===== config.mk =====
export PLATFORM = sky130hd
export DESIGN_NAME = bus_timer
export DESIGN_NICKNAME = d
export VERILOG_FILES = /design/src/rtl/bus_timer.sv
export SDC_FILE = /design/constraint.sdc
export NUM_CORES = 1
export LEC_CHECK = 0
export BUFFER_PORTS_ARGS = -buffer_cell sky130_fd_sc_hd__buf_4
export CAP_MARGIN = 20
export CORE_MARGIN = 2
export CORE_UTILIZATION = 50
export DETAILED_ROUTE_END_ITERATION = 10
export MAX_ROUTING_LAYER = met4
export PLACE_DENSITY_LB_ADDON = 0.3
export SLEW_MARGIN = 20
export SYNTH_ARGS = -nofsm -noshare
export SYNTH_HDL_FRONTEND = slang
export SYNTH_SLANG_ARGS = --single-unit

===== constraint.sdc =====
create_clock -name clk_i -period 6.1 [get_ports clk_i]
set_input_delay 0.915 -clock clk_i [delete_from_list [all_inputs] [get_ports clk_i]]
set_output_delay 0.915 -clock clk_i [all_outputs]
set_load 0.02 [all_outputs]

===== src/rtl/bus_timer.sv =====
// bus_timer: fx68k bus slave with wait-stated DTACK and a prescaled 16-bit down-counter timer.
// Optional `BUS_TIMER_WDOG_EN adds CTRL.WDOG and a 16-cycle active-low wdog_rst_n_o pulse on expiry.

module bus_timer #(
    parameter int WAIT_STATES = 1,
    parameter int PRESCALE    = 25
) (
    input  logic        clk_i,
    input  logic        rst_n_i,
    input  logic        cs_i,
    input  logic        as_n_i,
    input  logic        uds_n_i,
    input  logic        lds_n_i,
    input  logic        rw_i,
    input  logic [1:0]  addr_i,
    input  logic [15:0] din_i,
    output logic [15:0] dout_o,
    output logic        dtack_n_o,
    output logic        irq_n_o
`ifdef BUS_TIMER_WDOG_EN
    ,
    output logic        wdog_rst_n_o
`endif
);

    localparam int PW = (PRESCALE > 1) ? $clog2(PRESCALE) : 1;

    typedef enum logic [1:0] {S_IDLE, S_WAIT, S_ACK} state_t;

    state_t        state_q, state_d;
    logic [3:0]    ws_q, ws_d;
    logic          dtack_n_q, irq_n_q;
    logic [15:0]   dout_q, dout_d;
    logic          en_q, en_d, rl_q, rl_d, ie_q, ie_d, exp_q, exp_d;
    logic [15:0]   reload_q, reload_d, count_q, count_d;
    logic [PW-1:0] pre_q, pre_d;
    logic          access, wr, rd, tick, expire;
    logic [15:0]   rdata;
`ifdef BUS_TIMER_WDOG_EN
    logic          wdog_q, wdog_d;
    logic [4:0]    wd_cnt_q, wd_cnt_d;
`endif

    // Bus handshake; the register access happens on the first clock spent in ACK,
    // which is the same edge that drives DTACK low.
    always_comb begin
        state_d = state_q;
        ws_d    = ws_q;
        case (state_q)
            S_IDLE: if (cs_i && !as_n_i) begin
                ws_d    = '0;
                state_d = (WAIT_STATES == 0) ? S_ACK : S_WAIT;
            end
            S_WAIT: begin
                if (as_n_i)                              state_d = S_IDLE;
                else if (ws_q == 4'(WAIT_STATES - 1))    state_d = S_ACK;
                else                                     ws_d    = ws_q + 4'd1;
            end
            S_ACK:   if (as_n_i) state_d = S_IDLE;
            default: state_d = S_IDLE;
        endcase
    end

    assign access = (state_q == S_ACK) && dtack_n_q;
    assign wr     = access && !rw_i;
    assign rd     = access && rw_i;

    always_comb begin
        rdata = '0;
        case (addr_i)
            2'd0: begin
                rdata[0] = en_q;
                rdata[1] = rl_q;
                rdata[2] = ie_q;
`ifdef BUS_TIMER_WDOG_EN
                rdata[3] = wdog_q;
`endif
            end
            2'd1:    rdata[0] = exp_q;
            2'd2:    rdata    = reload_q;
            default: rdata    = count_q;
        endcase
    end

    assign tick   = en_q && (pre_q == PW'(PRESCALE - 1));
    assign expire = tick && (count_q == '0);

    // Timer update first, bus writes afterwards so a CTRL write overrides the
    // expiry's EN clear; the STATUS clear keeps EXP when expiry fires together.
    always_comb begin
        en_d     = en_q;
        rl_d     = rl_q;
        ie_d     = ie_q;
        exp_d    = exp_q;
        reload_d = reload_q;
        count_d  = count_q;
        pre_d    = pre_q;
        dout_d   = dout_q;
`ifdef BUS_TIMER_WDOG_EN
        wdog_d   = wdog_q;
        wd_cnt_d = (wd_cnt_q != '0) ? wd_cnt_q - 5'd1 : wd_cnt_q;
        if (expire && wdog_q) wd_cnt_d = 5'd16;
`endif
        if (en_q) pre_d = tick ? '0 : pre_q + PW'(1);
        if (tick) begin
            if (!expire) begin
                count_d = count_q - 16'd1;
            end else begin
                exp_d = 1'b1;
                if (rl_q) count_d = reload_q;
                else      en_d    = 1'b0;
            end
        end
        if (rd) dout_d = rdata;
        if (wr) begin
            case (addr_i)
                2'd0: if (!lds_n_i) begin
                    en_d = din_i[0];
                    rl_d = din_i[1];
                    ie_d = din_i[2];
`ifdef BUS_TIMER_WDOG_EN
                    wdog_d = din_i[3];
`endif
                    if (din_i[0] && !en_q) begin
                        count_d = reload_q;
                        pre_d   = '0;
                    end
                end
                2'd1: if (!lds_n_i && din_i[0]) exp_d = expire;
                2'd2: begin
                    if (!uds_n_i) reload_d[15:8] = din_i[15:8];
                    if (!lds_n_i) reload_d[7:0]  = din_i[7:0];
                end
                default: ;
            endcase
        end
    end

    always_ff @(posedge clk_i or negedge rst_n_i) begin
        if (!rst_n_i) begin
            state_q   <= S_IDLE;
            ws_q      <= '0;
            dtack_n_q <= 1'b1;
            irq_n_q   <= 1'b1;
            dout_q    <= '0;
            en_q      <= 1'b0;
            rl_q      <= 1'b0;
            ie_q      <= 1'b0;
            exp_q     <= 1'b0;
            reload_q  <= '0;
            count_q   <= '0;
            pre_q     <= '0;
`ifdef BUS_TIMER_WDOG_EN
            wdog_q    <= 1'b0;
            wd_cnt_q  <= '0;
`endif
        end else begin
            state_q   <= state_d;
            ws_q      <= ws_d;
            dtack_n_q <= (state_q != S_ACK);
            irq_n_q   <= !(exp_q && ie_q);
            dout_q    <= dout_d;
            en_q      <= en_d;
            rl_q      <= rl_d;
            ie_q      <= ie_d;
            exp_q     <= exp_d;
            reload_q  <= reload_d;
            count_q   <= count_d;
            pre_q     <= pre_d;
`ifdef BUS_TIMER_WDOG_EN
            wdog_q    <= wdog_d;
            wd_cnt_q  <= wd_cnt_d;
`endif
        end
    end

    assign dout_o    = dout_q;
    assign dtack_n_o = dtack_n_q;
    assign irq_n_o   = irq_n_q;
`ifdef BUS_TIMER_WDOG_EN
    assign wdog_rst_n_o = (wd_cnt_q == '0);
`endif

endmodule


==> reports/qor.csv <==
stage;metric;value;unit
run_status;status;finished clean;
critical_path;reg2reg_to;count_q[12]$_DFF_PN0_;
floorplanning;die_w;86.4;um
routing;dr.pass1.iters;5;
critical_path;rrSetupSlack;3.51;ns
min_path;min_to;irq_n_o$_DFF_PN1_;
min_path;hold_class;reg2reg;
layout;seqCellArea;0.00163;mm2
min_path;hold_depth;1;
floorplanning;num_rows;30;
placement;place_congestion;0.852;
global_route;grt_use_met2;0.306;
synth;ys_seq_area_frac;0.480;
global_route;grt_max_degree;66;
placement;dp_cells;450;
placement;dp_slack;3.20;ns
critical_path;r2r-start;pre_q[0]$_DFF_PN0_;
layout;drive_above_1_share;0.272;
global_route;grt-ovfl-total;0;
power;irDropWorstVdd;0.000223;V
synth;syn_area;0.00339;mm2
global_route;grt_busiest_layer;met1;
critical_path;path_class;reg2reg;
routing;routed_wirelength;7.62;mm
layout;multiInputGateArea;0.00166;mm2
critical_path;cp_max_fo;18;
synth;yosysWarnings;0;
clock_tree;cts_sinks;65;
critical_path;end_kind;register;
synth;ys_types;49;
critical_path;reg2reg_depth;8;
sta;fmax;0.386;GHz
synth;synth-seq-cells;65;
synth;syn-num-nets;371;
sta;setup_violations;0;
global_route;antenna_found_initial;0;
min_path;min_from;exp_q$_DFF_PN0_;
synth;synth_edf_count;0;
critical_path;cp-start-kind;register;
clock_tree;cts_resized;0;
layout;area_growth;17.0;%
floorplanning;ioPinCount;43;
routing;num_vias;2746;
routing;ant_nets;0;
global_route;grt_pass1_wl;12.6;mm
global_route;use_met3;0.0543;
layout;stdcell_count;466;
global_route;grt_usage;0.225;
routing;via_per_inst;5.89;
clock_tree;post_cts_buffers;0;
clock_tree;hold_buffers;0;
synth;postSynth.asyncResetShare;1.00;
clock_tree;clkLatencyLatePin;0.35;ns
placement;hpwl;5.29;mm
sta;hold_slack;0.451;ns
synth;ys.flop_type;dfrtp_1;
placement;io_buffers;42;
floorplanning;core;0.00668;mm2
sta;maxSlewViolCount;0;
sta;layout_setup_ws;3.51;ns
synth;synthCells;341;
floorplanning;dieArea;0.00746;mm2
sta;worst_clock_skew;0.00815;ns
layout;antenna_cells;0;
sta;worst_pin_slew;0.897;ns
power;power_density;343;mW/mm2
clock_tree;cts_tree;built;
clock_tree;cts_root_buf;clkbuf_8;
sta;finalSetupTns;0;ns
clock_tree;htreeDepth;3;
clock_tree;clock_path_buffers;2;
routing;dr.first_iter.drc_count;274;
job;cap_violations;0;
floorplanning;die_h;86.4;um
sta;period_needed;2.59;ns
sta;post-route-period-util;0.425;
routing;drcViolationCount;0;
clock_tree;cts_made_buffers;9;
global_route;grt_use_met1;0.331;
synth;syn_avg_cell_area;9.94;um2
floorplanning;start_util;0.507;
sta;slew_headroom;0.401;
critical_path;critPathArrivalTime;2.86;ns
layout;final_nets;411;
sta;rsz0062_at_grt;false;
sta;hold_viol;0;
critical_path;cp_data_required_time;6.37;ns
routing;avgRoutedWirePerCell;16.4;um
global_route;grt_pass1_vias;2470;
clock_tree;path_clk_slew;0.07;ns
power;power.leakage;1.75;nW
layout;fillers;574;
==> worst max-delay path by stage <==
stage / from / endpoint / slack (ns) / cells after the start
after floorplan: addr_i[0] / reload_q[10]$_DFFE_PN0P_ / 3.78 / 5
after global placement: addr_i[0] / count_q[11]$_DFF_PN0_ / 3.27 / 8
after detailed placement: addr_i[0] / count_q[5]$_DFF_PN0_ / 3.20 / 8
after CTS: pre_q[0]$_DFF_PN0_ / count_q[12]$_DFF_PN0_ / 3.54 / 8
after global routing: pre_q[0]$_DFF_PN0_ / count_q[10]$_DFF_PN0_ / 3.36 / 8
final: pre_q[0]$_DFF_PN0_ / count_q[12]$_DFF_PN0_ / 3.51 / 8
==> critical path, cell delays in order (launching register included) <==
cell and delay [ns]:
dfrtp_1 0.42, inv_1 0.07, ha_1 0.13, nor2b_1 0.15, nand4_1 0.66, nor3_1 0.62
a311o_1 0.24, o21ai_1 0.06, a31oi_1 0.15
==> metrics by stage <==
stage / cell area (um2) / total power, mW / util
6_report: 3970 / 1.36 / 0.594
4_1_cts: 3960 / 1.36 / 0.593
3_3_place_gp: 3750 / 0.974 / 0.562
3_5_place_dp: 3750 / 0.982 / 0.562
5_1_grt: 3970 / 1.44 / 0.594
2_1_floorplan: 3390 / 0.850 / -
==> where the power goes <==
part | switching [mW] | internal, mW
logic | 0.181 | 0.166
registers | 0.106 | 0.528
clock network | 0.168 | 0.211
==> state kept, by name, summed over array words and instances, names as in the netlist <==
name,flops
count_q,16
ws_q,4
reload_q,16
exp_q,1
dout_o,16
irq_n_o,1
pre_q,5
state_q,2
dtack_n_o,1
ie_q,1
rl_q,1
en_q,1
==> placed cells by master, fill, tap and decap left out, types with 3 or more instances in the layout <==
master | synthesis | final
a22o_1 | 5 | 5
xor2_1 | 5 | 5
mux2i_1 | 3 | 3
a31oi_1 | 4 | 3
nand2_1 | 38 | 38
nor4_1 | 3 | 3
nor3_1 | 18 | 18
o21ai_0 | 27 | 27
mux2_2 | 34 | 34
nand4_1 | 5 | 5
inv_1 | 12 | 12
clkinvlp_4 | 0 | 3
a211oi_1 | 12 | 12
clkbuf_8 | 0 | 11
buf_4 | 1 | 43
and3_1 | 4 | 4
or3_1 | 4 | 4
nor2_1 | 33 | 33
a21oi_1 | 8 | 8
ha_1 | 5 | 5
dfrtp_1 | 63 | 63
nand3_1 | 11 | 11
==> routing by layer <==
layer / part of all wire / wire length [um] / vias to the layer above
met5: 0 / 0 / -
met4: 0.014 / 104 / 0
met3: 0.063 / 481 / 16
met2: 0.45 / 3420 / 88
met1: 0.47 / 3620 / 1320
li1: - / - / 1322
==> cells in the mapped netlist, types with 2 or more instances <==
master	n	share of area
dfstp_2	2	0.015
a21oi_1	8	0.012
and3_1	4	0.0074
a211oi_1	12	0.027
ha_1	5	0.018
nand3_1	11	0.016
o21ai_0	27	0.040
nor2_1	33	0.037
buf_2	3	0.0044
a311oi_1	2	0.0052
buf_1	2	0.0022
clkbuf_1	7	0.0078
nor4_1	3	0.0055
a22o_1	5	0.013
a2111oi_0	2	0.0052
dfrtp_1	63	0.46
xor2_1	5	0.013
a31oi_1	4	0.0074
nor3_1	18	0.027
o21a_1	2	0.0044
mux2i_1	3	0.0089
inv_1	12	0.013
a22oi_1	2	0.0044
nand2_1	38	0.042
nand4_1	5	0.0092
o22ai_1	2	0.0037
and4_1	2	0.0052
mux2_2	34	0.11
or3_1	4	0.0074
nor3b_2	2	0.0074
==> logic make-up after synthesis <==
kind of cell,Yosys count,synth area share
AND/OR/NAND/NOR,130,0.192
flip-flops,65,0.480
XOR/XNOR,5,0.0129
adder cells (fa/ha/maj),5,0.0185
AO/OA/AOI/OAI,72,0.137
buffers and inverters,26,0.0314
multiplexers,38,0.128
==> cell type report <==
cell class	instances	share of cell area
flip-flops and latches	65	0.411
clock inverters	4	0.0132
inverters	12	0.0114
multi-input cells	250	0.419
clock buffers	12	0.0391
well taps	80	0.0252
repair buffers	43	0.0814
Note: power is estimated with default switching activity, not from simulation.
